File: src/rtl/vga_sync_gen_if.sv
// Bundle of the timing outputs and the pixel-advance enable shared between
// the VGA timing generator (master) and its consumer (slave).
interface vga_sync_gen_if #(
    parameter int CNT_W = 10
);
    logic             i_enable;
    logic             o_hsync;
    logic             o_vsync;
    logic [CNT_W-1:0] o_col_counter;
    logic [CNT_W-1:0] o_row_counter;
    logic             o_active;
    logic             o_line_start;
    logic             o_frame_start;

    modport master (
        input  i_enable,
        output o_hsync,
        output o_vsync,
        output o_col_counter,
        output o_row_counter,
        output o_active,
        output o_line_start,
        output o_frame_start
    );

    modport slave (
        output i_enable,
        input  o_hsync,
        input  o_vsync,
        input  o_col_counter,
        input  o_row_counter,
        input  o_active,
        input  o_line_start,
        input  o_frame_start
    );
endinterface

File: src/rtl/vga_sync_gen.sv
// Free-running VGA timing source. One clk per pixel. Every output is a flop
// computed from the next (col,row), so all outputs describe the position
// shown on the counters in the same cycle with no skew.
module vga_sync_gen #(
    parameter int TOTAL_COLS      = 800,
    parameter int TOTAL_ROWS      = 525,
    parameter int ACTIVE_COLS     = 640,
    parameter int ACTIVE_ROWS     = 480,
    parameter int H_FRONT_PORCH   = 16,
    parameter int H_SYNC_WIDTH    = 96,
    parameter int V_FRONT_PORCH   = 10,
    parameter int V_SYNC_WIDTH    = 2,
    parameter int SYNC_ACTIVE_LOW = 1,
    parameter int CNT_W           = 10
) (
    input  logic            clk,
    input  logic            rst_n,
    vga_sync_gen_if.master  vif
);
    localparam logic [CNT_W-1:0] COL_LAST  = CNT_W'(TOTAL_COLS - 1);
    localparam logic [CNT_W-1:0] ROW_LAST  = CNT_W'(TOTAL_ROWS - 1);
    localparam logic [CNT_W-1:0] COL_ACT   = CNT_W'(ACTIVE_COLS);
    localparam logic [CNT_W-1:0] ROW_ACT   = CNT_W'(ACTIVE_ROWS);
    localparam logic [CNT_W-1:0] HS_FIRST  = CNT_W'(ACTIVE_COLS + H_FRONT_PORCH);
    localparam logic [CNT_W-1:0] HS_LAST   = CNT_W'(ACTIVE_COLS + H_FRONT_PORCH + H_SYNC_WIDTH - 1);
    localparam logic [CNT_W-1:0] VS_FIRST  = CNT_W'(ACTIVE_ROWS + V_FRONT_PORCH);
    localparam logic [CNT_W-1:0] VS_LAST   = CNT_W'(ACTIVE_ROWS + V_FRONT_PORCH + V_SYNC_WIDTH - 1);
    // Level driven on a sync line while the pulse is asserted.
    localparam logic             SYNC_ON   = (SYNC_ACTIVE_LOW != 0) ? 1'b0 : 1'b1;
    localparam logic             SYNC_OFF  = ~SYNC_ON;

    logic [CNT_W-1:0] col_q, col_d;
    logic [CNT_W-1:0] row_q, row_d;
    logic             hsync_q, hsync_d;
    logic             vsync_q, vsync_d;
    logic             active_q, active_d;
    logic             line_start_q, line_start_d;
    logic             frame_start_q, frame_start_d;

    logic [CNT_W-1:0] col_nxt;
    logic [CNT_W-1:0] row_nxt;
    logic             col_wrap;

    // Next position and the outputs that will describe it; stall holds
    // everything except the strobes, which drop so they never repeat.
    always_comb begin
        col_wrap = (col_q == COL_LAST);
        col_nxt  = col_wrap ? '0 : col_q + 1'b1;
        if (col_wrap) begin
            row_nxt = (row_q == ROW_LAST) ? '0 : row_q + 1'b1;
        end else begin
            row_nxt = row_q;
        end

        col_d         = col_q;
        row_d         = row_q;
        hsync_d       = hsync_q;
        vsync_d       = vsync_q;
        active_d      = active_q;
        line_start_d  = 1'b0;
        frame_start_d = 1'b0;

        if (vif.i_enable) begin
            col_d         = col_nxt;
            row_d         = row_nxt;
            hsync_d       = ((col_nxt >= HS_FIRST) && (col_nxt <= HS_LAST)) ? SYNC_ON : SYNC_OFF;
            vsync_d       = ((row_nxt >= VS_FIRST) && (row_nxt <= VS_LAST)) ? SYNC_ON : SYNC_OFF;
            active_d      = (col_nxt < COL_ACT) && (row_nxt < ROW_ACT);
            line_start_d  = col_wrap;
            frame_start_d = col_wrap && (row_q == ROW_LAST);
        end
    end

    // Reset parks the counters on the last pixel so the first enabled edge
    // lands on (0,0) with both strobes raised.
    always_ff @(posedge clk or negedge rst_n) begin
        if (!rst_n) begin
            col_q         <= COL_LAST;
            row_q         <= ROW_LAST;
            hsync_q       <= SYNC_OFF;
            vsync_q       <= SYNC_OFF;
            active_q      <= 1'b0;
            line_start_q  <= 1'b0;
            frame_start_q <= 1'b0;
        end else begin
            col_q         <= col_d;
            row_q         <= row_d;
            hsync_q       <= hsync_d;
            vsync_q       <= vsync_d;
            active_q      <= active_d;
            line_start_q  <= line_start_d;
            frame_start_q <= frame_start_d;
        end
    end

    assign vif.o_col_counter = col_q;
    assign vif.o_row_counter = row_q;
    assign vif.o_hsync       = hsync_q;
    assign vif.o_vsync       = vsync_q;
    assign vif.o_active      = active_q;
    assign vif.o_line_start  = line_start_q;
    assign vif.o_frame_start = frame_start_q;

endmodule

File: src/flat_wrapper.sv
// flat-port wrapper written by rule: the top's interface ports become plain ports
module vga_sync_gen_flat 
#(
    parameter int TOTAL_COLS      = 800,
    parameter int TOTAL_ROWS      = 525,
    parameter int ACTIVE_COLS     = 640,
    parameter int ACTIVE_ROWS     = 480,
    parameter int H_FRONT_PORCH   = 16,
    parameter int H_SYNC_WIDTH    = 96,
    parameter int V_FRONT_PORCH   = 10,
    parameter int V_SYNC_WIDTH    = 2,
    parameter int SYNC_ACTIVE_LOW = 1,
    parameter int CNT_W           = 10
)
  (clk, rst_n, vif_i_enable, vif_o_hsync, vif_o_vsync, vif_o_col_counter, vif_o_row_counter, vif_o_active, vif_o_line_start, vif_o_frame_start);
  vga_sync_gen_if #(.CNT_W(CNT_W)) vif_i ();
  input  logic clk;
  input  logic rst_n;
  input wire logic [$bits(vif_i.i_enable)-1:0] vif_i_enable;
  output wire logic [$bits(vif_i.o_hsync)-1:0] vif_o_hsync;
  output wire logic [$bits(vif_i.o_vsync)-1:0] vif_o_vsync;
  output wire logic [$bits(vif_i.o_col_counter)-1:0] vif_o_col_counter;
  output wire logic [$bits(vif_i.o_row_counter)-1:0] vif_o_row_counter;
  output wire logic [$bits(vif_i.o_active)-1:0] vif_o_active;
  output wire logic [$bits(vif_i.o_line_start)-1:0] vif_o_line_start;
  output wire logic [$bits(vif_i.o_frame_start)-1:0] vif_o_frame_start;
  assign vif_i.i_enable = vif_i_enable;
  assign vif_o_hsync = vif_i.o_hsync;
  assign vif_o_vsync = vif_i.o_vsync;
  assign vif_o_col_counter = vif_i.o_col_counter;
  assign vif_o_row_counter = vif_i.o_row_counter;
  assign vif_o_active = vif_i.o_active;
  assign vif_o_line_start = vif_i.o_line_start;
  assign vif_o_frame_start = vif_i.o_frame_start;
  vga_sync_gen #(.TOTAL_COLS(TOTAL_COLS), .TOTAL_ROWS(TOTAL_ROWS), .ACTIVE_COLS(ACTIVE_COLS), .ACTIVE_ROWS(ACTIVE_ROWS), .H_FRONT_PORCH(H_FRONT_PORCH), .H_SYNC_WIDTH(H_SYNC_WIDTH), .V_FRONT_PORCH(V_FRONT_PORCH), .V_SYNC_WIDTH(V_SYNC_WIDTH), .SYNC_ACTIVE_LOW(SYNC_ACTIVE_LOW), .CNT_W(CNT_W)) u_core (.clk(clk), .rst_n(rst_n), .vif(vif_i));
endmodule
File: config.mk
export PLATFORM = sky130hd
export DESIGN_NAME = vga_sync_gen_flat
export DESIGN_NICKNAME = d
export VERILOG_FILES = /design/src/rtl/vga_sync_gen_if.sv /design/src/rtl/vga_sync_gen.sv /design/src/flat_wrapper.sv
export SDC_FILE = /design/constraint.sdc
export NUM_CORES = 1
export LEC_CHECK = 0
export ABC_AREA = 1
export BUFFER_PORTS_ARGS = -buffer_cell sky130_fd_sc_hd__buf_2
export CELL_PAD_IN_SITES_DETAIL_PLACEMENT = 1
export CELL_PAD_IN_SITES_GLOBAL_PLACEMENT = 1
export CORE_MARGIN = 4
export CORE_UTILIZATION = 40
export CTS_CLUSTER_DIAMETER = 30
export CTS_CLUSTER_SIZE = 10
export DETAILED_ROUTE_END_ITERATION = 8
export GPL_ROUTABILITY_DRIVEN = 0
export HOLD_SLACK_MARGIN = 0.06
export PLACE_DENSITY = 0.76
export SYNTH_ARGS = -nofsm -noshare
export SYNTH_HDL_FRONTEND = slang
export SYNTH_SLANG_ARGS = --single-unit
File: constraint.sdc
create_clock -name clk -period 2.2 [get_ports clk]
set_input_delay 0.11 -clock clk [delete_from_list [all_inputs] [get_ports clk]]
set_output_delay 0.11 -clock clk [all_outputs]
set_load 0.01 [all_outputs]
==> impl_results.html, run 1 <==
<table>
<tr><th>Metric</th><th>Value</th></tr>
<tr><th colspan="2">Drt</th></tr>
<tr><td>Count of unresolved DRC violations after routing</td><td>0</td></tr>
<tr><td>Total wirelength of the detailed-routed design</td><td>approximately 5000 um</td></tr>
<tr><td>Total via count in the routed design</td><td>~1700</td></tr>
<tr><td>Mean number of vias per cell</td><td>5.044</td></tr>
<tr><td>Number of nets still failing antenna checks after routing</td><td>0</td></tr>
<tr><td>Detailed-router iteration count before antenna repair</td><td>4</td></tr>
<tr><td>Drt initial violations</td><td>78</td></tr>
<tr><td>Drt wl/cell</td><td>14.53 um</td></tr>
<tr><th colspan="2">Global routing</th></tr>
<tr><td>Wire length of the first global-routing pass</td><td>8307 um</td></tr>
<tr><td>Overall routing resource usage</td><td>19.04%</td></tr>
<tr><td>Remaining Overflow, GRT</td><td>0</td></tr>
<tr><td>Number of antenna violations at the first check in global routing</td><td>0</td></tr>
<tr><td>Largest net degree at the start of global routing</td><td>26</td></tr>
<tr><td>Number of global-route vias before repair</td><td>1706</td></tr>
<tr><th colspan="2">Logic synthesis</th></tr>
<tr><td>Post-synthesis async set-or-reset flop share</td><td>between 90% and 100%</td></tr>
<tr><td>Flip-flop and latch count after synthesis</td><td>25</td></tr>
<tr><td>Yosys warns</td><td>0</td></tr>
<tr><td>Cell area after synthesis</td><td>between 0.0015 and 0.002 mm2</td></tr>
<tr><td>Gate count after technology mapping</td><td>264</td></tr>
<tr><td>Leading cell types by total area after synthesis</td><td>sky130_fd_sc_hd__dfrtp_1 (18%), sky130_fd_sc_hd__dfstp_2 (17%), sky130_fd_sc_hd__nand2_1 (15%)</td></tr>
<tr><td>Mapped Nets</td><td>271</td></tr>
<tr><td>Synthesized area divided by synthesized cell count</td><td>6.858 um2</td></tr>
<tr><td>Sequential share of the synthesized area</td><td>35.38%</td></tr>
<tr><td>Top-area cell type share of the netlist area</td><td>17.97%</td></tr>
<tr><td>Number of synthesized flops with an enable pin</td><td>0</td></tr>
<tr><td>Synth cell types</td><td>30</td></tr>
<tr><td>Leading register cell type out of synthesis</td><td>sky130_fd_sc_hd__dfrtp_1</td></tr>
<tr><td>Top-count cell post-synth</td><td>sky130_fd_sc_hd__nand2_1</td></tr>
<tr><td>Largest area contributor in the synthesized netlist</td><td>sky130_fd_sc_hd__dfrtp_1</td></tr>
<tr><td>Top cell types by occurrence after synthesis</td><td>sky130_fd_sc_hd__nand2_1 (74), sky130_fd_sc_hd__inv_1 (33), sky130_fd_sc_hd__nor2_1 (33), sky130_fd_sc_hd__o21ai_0 (23), sky130_fd_sc_hd__nand3_1 (22)</td></tr>
<tr><th colspan="2">Pwr</th></tr>
<tr><td>Psw</td><td>just under 700 uW</td></tr>
<tr><td>Comb power frac</td><td>36.5%</td></tr>
<tr><td>Share of power burned in the clock network</td><td>17.7%</td></tr>
<tr><td>Power per cell area</td><td>788.9 mW/mm2</td></tr>
<tr><td>Total design power</td><td>1.613 mW</td></tr>
<tr><td>Cell internal pwr</td><td>923.1 uW</td></tr>
<tr><td>Standby leakage power</td><td>1.066 nW</td></tr>
<tr><td>Peak ir drop on the vdd network</td><td>between 300 and 400 uV</td></tr>
<tr><td>Sw frac</td><td>approximately 43%</td></tr>
<tr><td>Sequential share of power</td><td>between 40% and 50%</td></tr>
<tr><th colspan="2">Clock network</th></tr>
<tr><td>TritonCTS clock tree</td><td>done</td></tr>
<tr><td>Clock transition at the registers of the reported paths</td><td>about 0.1 ns</td></tr>
<tr><td>Level count of the clock H-tree</td><td>1</td></tr>
<tr><td>Clock latency of the later-clocked register in the worst-skew pair</td><td>0.27 ns</td></tr>
<tr><td>Number of sinks on the clock net</td><td>25</td></tr>
<tr><td>Maximum count of clock buffers along a single path</td><td>2</td></tr>
<tr><td>Clock root buffer</td><td>sky130_fd_sc_hd__clkbuf_8</td></tr>
<tr><td>CTS resizes</td><td>0</td></tr>
<tr><td>Cts bufs inserted</td><td>3</td></tr>
<tr><th colspan="2">Floorplan</th></tr>
<tr><td>Num ports</td><td>28</td></tr>
<tr><td>Starting utilization of the core area</td><td>41.58%</td></tr>
<tr><td>Num rows</td><td>24</td></tr>
<tr><td>Floorplan die width</td><td>approximately 75 um</td></tr>
<tr><td>Die Outline Area</td><td>approximately 0.0057 mm2</td></tr>
<tr><td>Y dimension of the die</td><td>75.28 um</td></tr>
<tr><td>Core area</td><td>0.004354 mm2</td></tr>
<tr><th colspan="2">Outcome</th></tr>
<tr><td>Result of the run</td><td>completed</td></tr>
<tr><th colspan="2">Critical path</th></tr>
<tr><td>Category of the most critical setup path</td><td>flip-flop to flip-flop</td></tr>
<tr><td>Cell-by-cell trace of the critical path</td><td>ha_1 &gt; nand2_2 &gt; nor2_8 &gt; nand2_4 &gt; nor2_4 &gt; nand2_1 &gt; nand2_1 &gt; inv_1 &gt; nor2_1 &gt; nand2_1 &gt; nor2_1 &gt; a21oi_1</td></tr>
<tr><td>Worst path max stage delay</td><td>between 0.5 and 0.6 ns</td></tr>
<tr><td>Most common cell on crit path</td><td>sky130_fd_sc_hd__nand2_1</td></tr>
<tr><td>Slowest stage cell, crit path</td><td>sky130_fd_sc_hd__dfstp_2</td></tr>
<tr><td>Crit path required time</td><td>2.40 ns</td></tr>
<tr><td>Crit-path max FO</td><td>6</td></tr>
<tr><td>Critical path startpoint category</td><td>flip-flop</td></tr>
<tr><td>Setup crit end kind</td><td>flip-flop</td></tr>
<tr><td>Reg-to-reg slack, setup</td><td>about 0.22 ns</td></tr>
<tr><td>Crit-path leading delay family</td><td>simple AND/OR/NAND/NOR gates</td></tr>
<tr><td>Worst EP arrival</td><td>between 2 and 2.5 ns</td></tr>
<tr><td>Count of buffering cells on the critical path with inverters included</td><td>1</td></tr>
<tr><th colspan="2">Timing</th></tr>
<tr><td>Unrepaired setup endpoints after global routing</td><td>false</td></tr>
<tr><td>Fin crit period</td><td>1.982 ns</td></tr>
<tr><td>Final period util</td><td>about nine tenths</td></tr>
<tr><td>Tightest slew margin relative to the limit</td><td>between 60% and 70%</td></tr>
<tr><td>Worst hold slack</td><td>0.1853 ns</td></tr>
<tr><td>Hold Fails Final Rpt</td><td>0</td></tr>
<tr><td>Tightest Pin Transition</td><td>0.5626 ns</td></tr>
<tr><td>Max Fclk</td><td>approximately 500 MHz</td></tr>
<tr><td>Final setup violation count</td><td>0</td></tr>
<tr><td>Fin Clk Skew</td><td>0.005748 ns</td></tr>
<tr><td>Slew Limit Fails</td><td>0</td></tr>
<tr><td>Setup TNS</td><td>0 ns</td></tr>
<tr><th colspan="2">Layout</th></tr>
<tr><td>Post-route core utilization</td><td>46.95%</td></tr>
<tr><td>Fraction of layout instances using a drive strength above 1</td><td>23.79%</td></tr>
<tr><td>Layout-stage area growth over the synthesis result</td><td>12.92%</td></tr>
<tr><td>Fillers</td><td>595</td></tr>
<tr><td>Final antenna diode count</td><td>0</td></tr>
<tr><td>Nets@finish</td><td>298</td></tr>
<tr><th colspan="2">Placed design</th></tr>
<tr><td>Placed wire-length estimate</td><td>just under 4000 um</td></tr>
<tr><td>PortBufs</td><td>27</td></tr>
<tr><th colspan="2">Min path</th></tr>
<tr><td>Min-delay worst type</td><td>input pin to flip-flop</td></tr>
<tr><th colspan="2">Flow run</th></tr>
<tr><td>MaxCap Viol Count</td><td>0</td></tr>
</table>
## registers in the layout, indices dropped and copies added, names as in the netlist
signal	cells
u_core.vif.o_col_counter	10
u_core.vif.o_active	1
u_core.vif.o_row_counter	10
u_core.vif.o_line_start	1
u_core.vif.o_frame_start	1
u_core.vif.o_vsync	1
u_core.vif.o_hsync	1
## worst register-to-register path, stage by stage, from the launching register on
cell,delay [ns]
sky130_fd_sc_hd__dfstp_2,0.58
sky130_fd_sc_hd__ha_1,0.21
sky130_fd_sc_hd__nand2_2,0.12
sky130_fd_sc_hd__nor2_8,0.14
sky130_fd_sc_hd__nand2_4,0.07
sky130_fd_sc_hd__nor2_4,0.19
sky130_fd_sc_hd__nand2_1,0.09
sky130_fd_sc_hd__nand2_1,0.07
sky130_fd_sc_hd__inv_1,0.05
sky130_fd_sc_hd__nor2_1,0.09
sky130_fd_sc_hd__nand2_1,0.06
sky130_fd_sc_hd__nor2_1,0.15
sky130_fd_sc_hd__a21oi_1,0.09
## through the flow
step / cell area, um2 / setup slack, ns / cells
after floorplan: 1810 / 0.4913 / 264
after global placement: 1988 / 0.2656 / 337
after detailed placement: 1988 / 0.2497 / 337
after CTS: 2044 / 0.2154 / 342
after global routing: 2044 / 0.1137 / 342
final: 2044 / 0.2179 / 342
## layer usage
| layer | vias to the layer above | global-route usage (%) | part of all wire [%] |
|---|---|---|---|
| met1 | 811 | 27.39 | 50 |
| met2 | 23 | 30.85 | 46 |
| li1 | 889 | - | - |
| met5 | - | 0 | 0 |
| met3 | 2 | 2.670 | 3.3 |
| met4 | 0 | 3.301 | 0.46 |
## final cells by class
type	count	area, um2	area share, %
Clock buffer	3	41.29	2.020
Clock inverter	1	5.005	0.2448
Inverter	37	143.9	7.038
Multi-Input combinational cell	195	996.0	48.71
Sequential cell	25	640.6	31.33
Tap cell	52	65.06	3.182
Timing Repair Buffer	29	152.6	7.466
## power by group through the flow
stage / clock (mW) / sequential [mW] / combinational, mW
2_1_floorplan: 0 / 0.741 / 0.387
3_5_place_dp: 0 / 0.748 / 0.596
3_3_place_gp: 0 / 0.745 / 0.583
4_1_cts: 0.296 / 0.740 / 0.600
6_report: 0.286 / 0.738 / 0.588
5_1_grt: 0.318 / 0.762 / 0.673
## kinds of logic after synthesis
logic type	share of synthesized area, %
compound gates	9.468
xor+xnor	0.4838
buf+inv	9.606
fa+ha+maj	2.764
simple gates	42.29
flops	35.38
## layout by cell type (no fill, tap or decap), types with 2 or more instances in the layout
| cell type | n |
|---|---|
| sky130_fd_sc_hd__a21oi_1 | 3 |
| sky130_fd_sc_hd__inv_1 | 33 |
| sky130_fd_sc_hd__o21ai_0 | 23 |
| sky130_fd_sc_hd__dfrtp_1 | 13 |
| sky130_fd_sc_hd__nand4_1 | 7 |
| sky130_fd_sc_hd__inv_2 | 3 |
| sky130_fd_sc_hd__clkbuf_8 | 3 |
| sky130_fd_sc_hd__buf_2 | 27 |
| sky130_fd_sc_hd__nor3_1 | 3 |
| sky130_fd_sc_hd__nand2_1 | 74 |
| sky130_fd_sc_hd__nand2_2 | 6 |
| sky130_fd_sc_hd__nand3_2 | 3 |
| sky130_fd_sc_hd__nand2_4 | 2 |
| sky130_fd_sc_hd__nor2_4 | 3 |
| sky130_fd_sc_hd__nor2_1 | 33 |
| sky130_fd_sc_hd__dfstp_2 | 12 |
| sky130_fd_sc_hd__ha_1 | 4 |
| sky130_fd_sc_hd__nor2_2 | 2 |
| sky130_fd_sc_hd__nand3_1 | 22 |
## path summary, 6_finish.rpt
path	startpoint	end	cells past startpoint
worst max-delay path	u_core.vif.o_col_counter[1]	u_core.vif.o_vsync	12
worst min-delay path	vif_i_enable	u_core.vif.o_col_counter[2]	3
worst max register to register	u_core.vif.o_col_counter[1]	u_core.vif.o_vsync	12
worst min register to register	u_core.vif.o_active	u_core.vif.o_active	2
max in group asynchronous	rst_n	u_core.vif.o_row_counter[9]	2
min in group asynchronous	rst_n	u_core.vif.o_col_counter[5]	2
## repair_timing
item	CTS	global route
setup buffers	0	0
endpoints found under the hold margin	13	0
hold buffers	1	0
endpoints found under the setup margin	0	0
No activity file was read; power rests on OpenSTA's default activity.
==> run 2: changes to the inputs <==
Settings changed: ABC_AREA 1 to unset, CORE_UTILIZATION 40 to 42.
==> impl_results.html, run 2 <==
<table>
<tr><th>Metric</th><th>Value</th></tr>
<tr><th colspan="2">Pwr</th></tr>
<tr><td>Share of power burned in the clock network</td><td>between 20% and 30%</td></tr>
<tr><td>Psw</td><td>473.9 uW</td></tr>
<tr><td>Sequential share of power</td><td>51.0%</td></tr>
<tr><td>Standby leakage power</td><td>0.8407 nW</td></tr>
<tr><td>Sw frac</td><td>37.25%</td></tr>
<tr><td>Peak ir drop on the vdd network</td><td>278.2 uV</td></tr>
<tr><td>Comb power frac</td><td>25.7%</td></tr>
<tr><td>Power per cell area</td><td>roughly 630 mW/mm2</td></tr>
<tr><td>Cell internal pwr</td><td>roughly 800 uW</td></tr>
<tr><th colspan="2">Clock network</th></tr>
<tr><td>Cts bufs inserted</td><td>3</td></tr>
<tr><td>Number of sinks on the clock net</td><td>25</td></tr>
<tr><td>Clock latency of the later-clocked register in the worst-skew pair</td><td>about 0.28 ns</td></tr>
<tr><td>Clock transition at the registers of the reported paths</td><td>0.10 ns</td></tr>
<tr><td>Clock root buffer</td><td>sky130_fd_sc_hd__clkbuf_8</td></tr>
<tr><td>Maximum count of clock buffers along a single path</td><td>2</td></tr>
<tr><td>TritonCTS clock tree</td><td>done</td></tr>
<tr><td>Level count of the clock H-tree</td><td>1</td></tr>
<tr><th colspan="2">Logic synthesis</th></tr>
<tr><td>Flip-flop and latch count after synthesis</td><td>25</td></tr>
<tr><td>Xor and xnor fraction of the mapped netlist area</td><td>4.118%</td></tr>
<tr><td>Synth cell types</td><td>51</td></tr>
<tr><td>Top-count cell post-synth</td><td>sky130_fd_sc_hd__o21ai_1</td></tr>
<tr><td>Leading cell types by total area after synthesis</td><td>sky130_fd_sc_hd__dfrtp_1 (19%), sky130_fd_sc_hd__dfstp_2 (19%), sky130_fd_sc_hd__o21ai_1 (5.6%)</td></tr>
<tr><td>Leading register cell type out of synthesis</td><td>sky130_fd_sc_hd__dfrtp_1</td></tr>
<tr><td>Yosys warns</td><td>0</td></tr>
<tr><td>Post-synthesis async set-or-reset flop share</td><td>100.0%</td></tr>
<tr><td>Synth Area in Compound Gates</td><td>20.00%</td></tr>
<tr><td>Post-synthesis mux area share</td><td>1.765%</td></tr>
<tr><td>Synthesized area divided by synthesized cell count</td><td>9.003 um2</td></tr>
<tr><td>Largest area contributor in the synthesized netlist</td><td>sky130_fd_sc_hd__dfrtp_1</td></tr>
<tr><td>Post-Synth Adder-Cell Area</td><td>2.941%</td></tr>
<tr><td>Dominant combinational cell family by area after synthesis</td><td>simple AND/OR/NAND/NOR gates</td></tr>
<tr><td>Gate count after technology mapping</td><td>189</td></tr>
<tr><td>Cell area after synthesis</td><td>about 0.0017 mm2</td></tr>
<tr><td>Simple-gate portion of the synthesized area</td><td>27.43%</td></tr>
<tr><td>Number of synthesized flops with an enable pin</td><td>0</td></tr>
<tr><td>Top cell types by occurrence after synthesis</td><td>sky130_fd_sc_hd__o21ai_1 (19), sky130_fd_sc_hd__nand2_1 (17), sky130_fd_sc_hd__dfrtp_1 (13), sky130_fd_sc_hd__dfstp_2 (12), sky130_fd_sc_hd__nand4_1 (9)</td></tr>
<tr><td>Top-area cell type share of the netlist area</td><td>between 10% and 20%</td></tr>
<tr><td>Mapped Nets</td><td>196</td></tr>
<tr><td>Sequential share of the synthesized area</td><td>between 30% and 40%</td></tr>
<tr><th colspan="2">Floorplan</th></tr>
<tr><td>Starting utilization of the core area</td><td>44.80%</td></tr>
<tr><td>Core area</td><td>0.003799 mm2</td></tr>
<tr><td>Die Outline Area</td><td>0.005134 mm2</td></tr>
<tr><td>Num ports</td><td>28</td></tr>
<tr><td>Num rows</td><td>22</td></tr>
<tr><td>Floorplan die width</td><td>71.65 um</td></tr>
<tr><td>Y dimension of the die</td><td>71.65 um</td></tr>
<tr><th colspan="2">Timing</th></tr>
<tr><td>Tightest Pin Transition</td><td>0.5871 ns</td></tr>
<tr><td>Final setup violation count</td><td>0</td></tr>
<tr><td>Max Fclk</td><td>~480 MHz</td></tr>
<tr><td>Slew Limit Fails</td><td>0</td></tr>
<tr><td>Tightest slew margin relative to the limit</td><td>60.86%</td></tr>
<tr><td>Final period util</td><td>a little over nine tenths</td></tr>
<tr><td>Fin crit period</td><td>2.079 ns</td></tr>
<tr><td>Fin Clk Skew</td><td>roughly 0.0018 ns</td></tr>
<tr><td>Hold Fails Final Rpt</td><td>0</td></tr>
<tr><td>Setup TNS</td><td>0 ns</td></tr>
<tr><th colspan="2">Outcome</th></tr>
<tr><td>Result of the run</td><td>completed</td></tr>
<tr><th colspan="2">Placed design</th></tr>
<tr><td>Placed wire-length estimate</td><td>3649 um</td></tr>
<tr><td>Placed Instances</td><td>263</td></tr>
<tr><td>PortBufs</td><td>27</td></tr>
<tr><th colspan="2">Layout</th></tr>
<tr><td>Fillers</td><td>468</td></tr>
<tr><td>Sequential cell area in the final layout</td><td>640.6 um2</td></tr>
<tr><td>Fraction of layout instances using a drive strength above 1</td><td>33.03%</td></tr>
<tr><td>Post-route core utilization</td><td>between 50% and 60%</td></tr>
<tr><td>Highest-count cells in the layout ignoring fill and taps</td><td>sky130_fd_sc_hd__buf_2 (27), sky130_fd_sc_hd__o21ai_1 (20), sky130_fd_sc_hd__nand2_1 (17)</td></tr>
<tr><td>Leading cell type in the layout, fill and taps excluded</td><td>sky130_fd_sc_hd__buf_2</td></tr>
<tr><td>Final instance count without filler cells</td><td>269</td></tr>
<tr><td>Final antenna diode count</td><td>0</td></tr>
<tr><td>Nets@finish</td><td>about 230</td></tr>
<tr><td>Footprint of the multi-input gates</td><td>around 1000 um2</td></tr>
<tr><td>Layout-stage area growth over the synthesis result</td><td>18.82%</td></tr>
<tr><th colspan="2">Critical path</th></tr>
<tr><td>Slowest stage cell, crit path</td><td>sky130_fd_sc_hd__dfstp_2</td></tr>
<tr><td>Critical path startpoint category</td><td>flip-flop</td></tr>
<tr><td>Setup crit end kind</td><td>flip-flop</td></tr>
<tr><td>Count of buffering cells on the critical path with inverters included</td><td>0</td></tr>
<tr><td>Cell-by-cell trace of the critical path</td><td>ha_2 &gt; and4_2 &gt; nand3_2 &gt; o311a_1 &gt; o21ai_1 &gt; a32o_1</td></tr>
<tr><td>Crit path required time</td><td>2.42 ns</td></tr>
<tr><td>Worst path max stage delay</td><td>0.59 ns</td></tr>
<tr><td>Worst EP arrival</td><td>2.30 ns</td></tr>
<tr><td>Crit-path max FO</td><td>6</td></tr>
<tr><td>Crit-path leading delay family</td><td>compound AO/OA/AOI/OAI gates</td></tr>
<tr><td>Category of the most critical setup path</td><td>flip-flop to flip-flop</td></tr>
<tr><th colspan="2">Global routing</th></tr>
<tr><td>Overall routing resource usage</td><td>20.94%</td></tr>
<tr><td>Largest net degree at the start of global routing</td><td>26</td></tr>
<tr><td>Number of antenna violations at the first check in global routing</td><td>0</td></tr>
<tr><td>Wire length of the first global-routing pass</td><td>8700 um</td></tr>
<tr><td>Remaining Overflow, GRT</td><td>0</td></tr>
<tr><td>Number of global-route vias before repair</td><td>1687</td></tr>
<tr><th colspan="2">Drt</th></tr>
<tr><td>Count of unresolved DRC violations after routing</td><td>0</td></tr>
<tr><td>Total via count in the routed design</td><td>1651</td></tr>
<tr><td>Drt wl/cell</td><td>19.72 um</td></tr>
<tr><td>Total wirelength of the detailed-routed design</td><td>approximately 5300 um</td></tr>
<tr><td>Detailed-router iteration count before antenna repair</td><td>4</td></tr>
<tr><td>Mean number of vias per cell</td><td>a little over 6</td></tr>
<tr><td>Number of nets still failing antenna checks after routing</td><td>0</td></tr>
<tr><td>Drt initial violations</td><td>111</td></tr>
<tr><th colspan="2">Flow run</th></tr>
<tr><td>MaxCap Viol Count</td><td>0</td></tr>
<tr><th colspan="2">Min path</th></tr>
<tr><td>Min-delay worst type</td><td>input pin to flip-flop</td></tr>
</table>
[run 2: changes by cell type in the layout (fill, tap and decap cells not counted), moves of 4 or more]
cell                      delta
sky130_fd_sc_hd__o31ai_1     +5
sky130_fd_sc_hd__and3_1      +4
sky130_fd_sc_hd__buf_4      +14
sky130_fd_sc_hd__nor2_1     -25
sky130_fd_sc_hd__o21ai_0    -19
sky130_fd_sc_hd__nand2_2     -6
sky130_fd_sc_hd__nand2_1    -57
sky130_fd_sc_hd__xnor2_1     +8
sky130_fd_sc_hd__inv_1      -26
sky130_fd_sc_hd__nand3_1    -15
sky130_fd_sc_hd__o21ai_1    +19
[run 2: cell type report]
class	instances	area share, %
Multi-Input combinational cell	142	49.01
Tap cell	48	2.970
Clock buffer	3	2.042
Clock inverter	1	0.2475
Timing Repair Buffer	43	12.75
Sequential cell	25	31.68
Inverter	7	1.300
[run 2: worst paths after layout]
check | depth (start not counted) | slack [ns] | endpoint | from
max in group asynchronous | 2 | 1.46 | u_core.vif.o_line_start | rst_n
min reg2reg | 1 | 0.51 | u_core.vif.o_active | u_core.vif.o_active
min in group asynchronous | 2 | 0.36 | u_core.vif.o_row_counter[5] | rst_n
max reg2reg | 6 | 0.12 | u_core.vif.o_active | u_core.vif.o_col_counter[1]
max | 6 | 0.12 | u_core.vif.o_active | u_core.vif.o_col_counter[1]
min | 3 | 0.14 | u_core.vif.o_row_counter[2] | vif_i_enable
[run 2: power by group through the flow]
stage | logic [mW] | registers, mW | clock network, mW
floorplan | 0.224 | 0.601 | 0
global placement | 0.306 | 0.626 | 0
detailed placement | 0.317 | 0.634 | 0
CTS | 0.319 | 0.629 | 0.294
global route | 0.360 | 0.660 | 0.323
finish | 0.327 | 0.649 | 0.295
[run 2: through the flow]
stage	total power [mW]	hold WS (ns)	setup WS, ns	cell area (um2)
4_1_cts	1.242	0.1313	0.01871	1981
3_3_place_gp	0.9318	0.1369	0.1125	1924
5_1_grt	1.343	0.1282	-0.01519	2022
6_report	1.272	0.1369	0.1207	2022
2_1_floorplan	0.8250	-0.1856	0.1356	1702
3_5_place_dp	0.9505	0.1462	0.06728	1924
[run 2: timing repair]
action                                 4_1_cts  5_1_grt
hold buffers                                 1        0
setup endpoints to repair                    0        6
endpoints found under the hold margin       13        0
buffers inserted                             0        1
resized for setup                            0        8
[run 2: layer usage]
layer,vias up,GRT usage [%],share of wire (%),routed length (um)
li1,762,-,-,-
met1,841,31.99,47,2487
met2,46,31.43,48,2521
met3,2,2.525,5.1,268
met4,0,4.384,0.49,26
met5,-,0,0,0
[run 2: worst min-delay path: stages]
cell and delay, ns:
sky130_fd_sc_hd__buf_2 0.16, sky130_fd_sc_hd__nand3_1 0.09, sky130_fd_sc_hd__o21ai_1 0.06
[run 2: cells by family (layout without fill, tap and decap cells)]
group	count (synthesis)	count (layout)
xor gates and xnor gates	8	8
muxes	3	3
and+or+nand+nor	74	74
DFF	25	25
buffers and inverters	22	54
adders and majority gates	4	4
AOI/OAI and AO/OA	53	53
==> run 3: changes to the inputs <==
Settings changed: CORE_UTILIZATION 42 to 38, PLACE_DENSITY 0.76 to 0.72.
Clock period 2.2 ns to 1.9 ns, I/O delays scaled along.
==> impl_results.html, run 3 (synthesis results as in run 2) <==
<table>
<tr><th>Metric</th><th>Value</th></tr>
<tr><th colspan="2">Pwr</th></tr>
<tr><td>Comb power frac</td><td>about two fifths</td></tr>
<tr><td>Power per cell area</td><td>around 720 mW/mm2</td></tr>
<tr><td>Peak ir drop on the vdd network</td><td>274.2 uV</td></tr>
<tr><td>Sw frac</td><td>34.13%</td></tr>
<tr><td>Share of power burned in the clock network</td><td>18.9%</td></tr>
<tr><td>Sequential share of power</td><td>40.4%</td></tr>
<tr><td>Psw</td><td>581.4 uW</td></tr>
<tr><td>Cell internal pwr</td><td>around 1.1 mW</td></tr>
<tr><td>Standby leakage power</td><td>1.021 nW</td></tr>
<tr><th colspan="2">Global routing</th></tr>
<tr><td>Largest net degree at the start of global routing</td><td>26</td></tr>
<tr><td>Number of antenna violations at the first check in global routing</td><td>0</td></tr>
<tr><td>Overall routing resource usage</td><td>between 20% and 30%</td></tr>
<tr><td>Number of global-route vias before repair</td><td>1859</td></tr>
<tr><td>Wire length of the first global-routing pass</td><td>9149 um</td></tr>
<tr><td>Remaining Overflow, GRT</td><td>0</td></tr>
<tr><th colspan="2">Timing</th></tr>
<tr><td>Final period util</td><td>99.19%</td></tr>
<tr><td>Max Fclk</td><td>around 530 MHz</td></tr>
<tr><td>Fin crit period</td><td>~1.9 ns</td></tr>
<tr><td>Tightest Pin Transition</td><td>0.6201 ns</td></tr>
<tr><td>Slew Limit Fails</td><td>0</td></tr>
<tr><td>Final setup violation count</td><td>0</td></tr>
<tr><td>Fin Clk Skew</td><td>between 0.004 and 0.005 ns</td></tr>
<tr><td>Tightest slew margin relative to the limit</td><td>58.66%</td></tr>
<tr><td>Min setup slack post-route</td><td>0.01543 ns</td></tr>
<tr><td>Unrepaired setup endpoints after global routing</td><td>true</td></tr>
<tr><td>Hold Fails Final Rpt</td><td>0</td></tr>
<tr><th colspan="2">Clock network</th></tr>
<tr><td>Clock latency of the later-clocked register in the worst-skew pair</td><td>about 0.27 ns</td></tr>
<tr><td>Clock transition at the registers of the reported paths</td><td>0.09 ns</td></tr>
<tr><td>Number of sinks on the clock net</td><td>25</td></tr>
<tr><td>Cts bufs inserted</td><td>3</td></tr>
<tr><td>Level count of the clock H-tree</td><td>1</td></tr>
<tr><td>Maximum count of clock buffers along a single path</td><td>2</td></tr>
<tr><td>TritonCTS clock tree</td><td>done</td></tr>
<tr><td>Clock root buffer</td><td>sky130_fd_sc_hd__clkbuf_8</td></tr>
<tr><th colspan="2">Floorplan</th></tr>
<tr><td>Num ports</td><td>28</td></tr>
<tr><td>Floorplan die width</td><td>between 70 and 80 um</td></tr>
<tr><td>Core area</td><td>0.004354 mm2</td></tr>
<tr><td>Num rows</td><td>24</td></tr>
<tr><td>Starting utilization of the core area</td><td>around two fifths</td></tr>
<tr><td>Y dimension of the die</td><td>approximately 75 um</td></tr>
<tr><td>Die Outline Area</td><td>0.005612 mm2</td></tr>
<tr><th colspan="2">Drt</th></tr>
<tr><td>Count of unresolved DRC violations after routing</td><td>0</td></tr>
<tr><td>Number of nets still failing antenna checks after routing</td><td>0</td></tr>
<tr><td>Total via count in the routed design</td><td>1753</td></tr>
<tr><td>Drt initial violations</td><td>79</td></tr>
<tr><td>Drt wl/cell</td><td>18.94 um</td></tr>
<tr><td>Total wirelength of the detailed-routed design</td><td>5757 um</td></tr>
<tr><td>Detailed-router iteration count before antenna repair</td><td>5</td></tr>
<tr><td>Mean number of vias per cell</td><td>between 5 and 6</td></tr>
<tr><th colspan="2">Critical path</th></tr>
<tr><td>Worst EP arrival</td><td>2.05 ns</td></tr>
<tr><td>Setup crit end kind</td><td>flip-flop</td></tr>
<tr><td>Crit-path max FO</td><td>4</td></tr>
<tr><td>Category of the most critical setup path</td><td>flip-flop to flip-flop</td></tr>
<tr><td>Crit-path leading delay family</td><td>flip-flops</td></tr>
<tr><td>Cell-by-cell trace of the critical path</td><td>ha_4 &gt; and4_4 &gt; xnor2_1 &gt; and3_1 &gt; a211o_1 &gt; a32o_1</td></tr>
<tr><td>Count of buffering cells on the critical path with inverters included</td><td>0</td></tr>
<tr><td>Crit path required time</td><td>roughly 2.1 ns</td></tr>
<tr><td>Slowest stage cell, crit path</td><td>sky130_fd_sc_hd__dfstp_2</td></tr>
<tr><td>Critical path startpoint category</td><td>flip-flop</td></tr>
<tr><td>Worst path max stage delay</td><td>0.57 ns</td></tr>
<tr><td>Reg-to-reg slack, setup</td><td>0.02 ns</td></tr>
<tr><th colspan="2">Layout</th></tr>
<tr><td>Final antenna diode count</td><td>0</td></tr>
<tr><td>Nets@finish</td><td>260</td></tr>
<tr><td>Fraction of layout instances using a drive strength above 1</td><td>44.05%</td></tr>
<tr><td>Highest-count cells in the layout ignoring fill and taps</td><td>sky130_fd_sc_hd__buf_4 (43), sky130_fd_sc_hd__buf_2 (27), sky130_fd_sc_hd__o21ai_1 (18)</td></tr>
<tr><td>Post-route core utilization</td><td>54.14%</td></tr>
<tr><td>Leading cell type in the layout, fill and taps excluded</td><td>sky130_fd_sc_hd__buf_4</td></tr>
<tr><td>Layout-stage area growth over the synthesis result</td><td>38.53%</td></tr>
<tr><td>Fillers</td><td>510</td></tr>
<tr><td>Final instance count without filler cells</td><td>304</td></tr>
<tr><th colspan="2">Outcome</th></tr>
<tr><td>Result of the run</td><td>completed</td></tr>
<tr><th colspan="2">Placed design</th></tr>
<tr><td>Placement Setup Slack</td><td>-0.1166 ns</td></tr>
<tr><td>PortBufs</td><td>27</td></tr>
<tr><td>Placed wire-length estimate</td><td>4210 um</td></tr>
<tr><td>Placed Instances</td><td>289</td></tr>
<tr><th colspan="2">Flow run</th></tr>
<tr><td>MaxCap Viol Count</td><td>0</td></tr>
<tr><th colspan="2">Min path</th></tr>
<tr><td>Min-delay worst type</td><td>input pin to flip-flop</td></tr>
</table>
[run 3: cell type report]
type | instances | area, um2 | area share (%)
repair buffers | 74 | 510.5 | 21.66
clock buffers | 4 | 45.04 | 1.911
inverters | 7 | 26.28 | 1.115
multi-input cells | 142 | 1070 | 45.38
well taps | 52 | 65.06 | 2.760
flip-flops and latches | 25 | 640.6 | 27.18
[run 3: path summary, 6_finish.rpt]
check                      cells past startpoint                         from                          end
hold / removal                                 3                 vif_i_enable  u_core.vif.o_col_counter[3]
setup reg to reg                               6  u_core.vif.o_col_counter[1]          u_core.vif.o_active
min in group asynchronous                      2                        rst_n  u_core.vif.o_col_counter[7]
setup / recovery                               6  u_core.vif.o_col_counter[1]          u_core.vif.o_active
hold reg to reg                                2           u_core.vif.o_vsync           u_core.vif.o_vsync
max in group asynchronous                      2                        rst_n  u_core.vif.o_row_counter[4]
[run 3: repair_timing]
action / CTS / global route
hold endpoints to repair: 13 / 0
hold buffers: 1 / 0
setup buffers: 5 / 5
setup endpoints to repair: 7 / 10
pin swaps: 3 / 4
gates resized for setup: 7 / 12
[run 3: layer usage]
layer	track usage [%]	part of all wire, %
met1	24.98	40
met2	39.75	56
met3	2.270	2.1
met4	6.917	1.4
met5	0	0
[run 3: worst register-to-register path, cell delays in order, from the launching register on]
cell	delay, ns
sky130_fd_sc_hd__dfstp_2	0.57
sky130_fd_sc_hd__ha_4	0.17
sky130_fd_sc_hd__and4_4	0.27
sky130_fd_sc_hd__xnor2_1	0.07
sky130_fd_sc_hd__and3_1	0.19
sky130_fd_sc_hd__a211o_1	0.26
sky130_fd_sc_hd__a32o_1	0.26
[run 3: per-stage QoR]
step | power, mW | TNS [ns] | hold slack [ns] | instance area (um2)
finish | 1.703 | 0 | 0.1810 | 2357
global route | 1.801 | -0.1312 | 0.2033 | 2357
CTS | 1.628 | 0 | 0.1797 | 2257
detailed placement | 1.231 | -0.3294 | 0.1393 | 2138
global placement | 1.201 | -0.009558 | 0.1240 | 2138
floorplan | 0.9831 | -0.06147 | -0.2006 | 1735
[run 3: power groups by stage]
stage                     sequential (mW)  combinational (mW)  clock, mW
after floorplan                     0.704               0.279          0
after global placement              0.715               0.486          0
after detailed placement            0.723               0.508          0
after CTS                           0.693               0.607      0.328
after global routing                0.696               0.751      0.354
final                               0.688               0.694      0.321
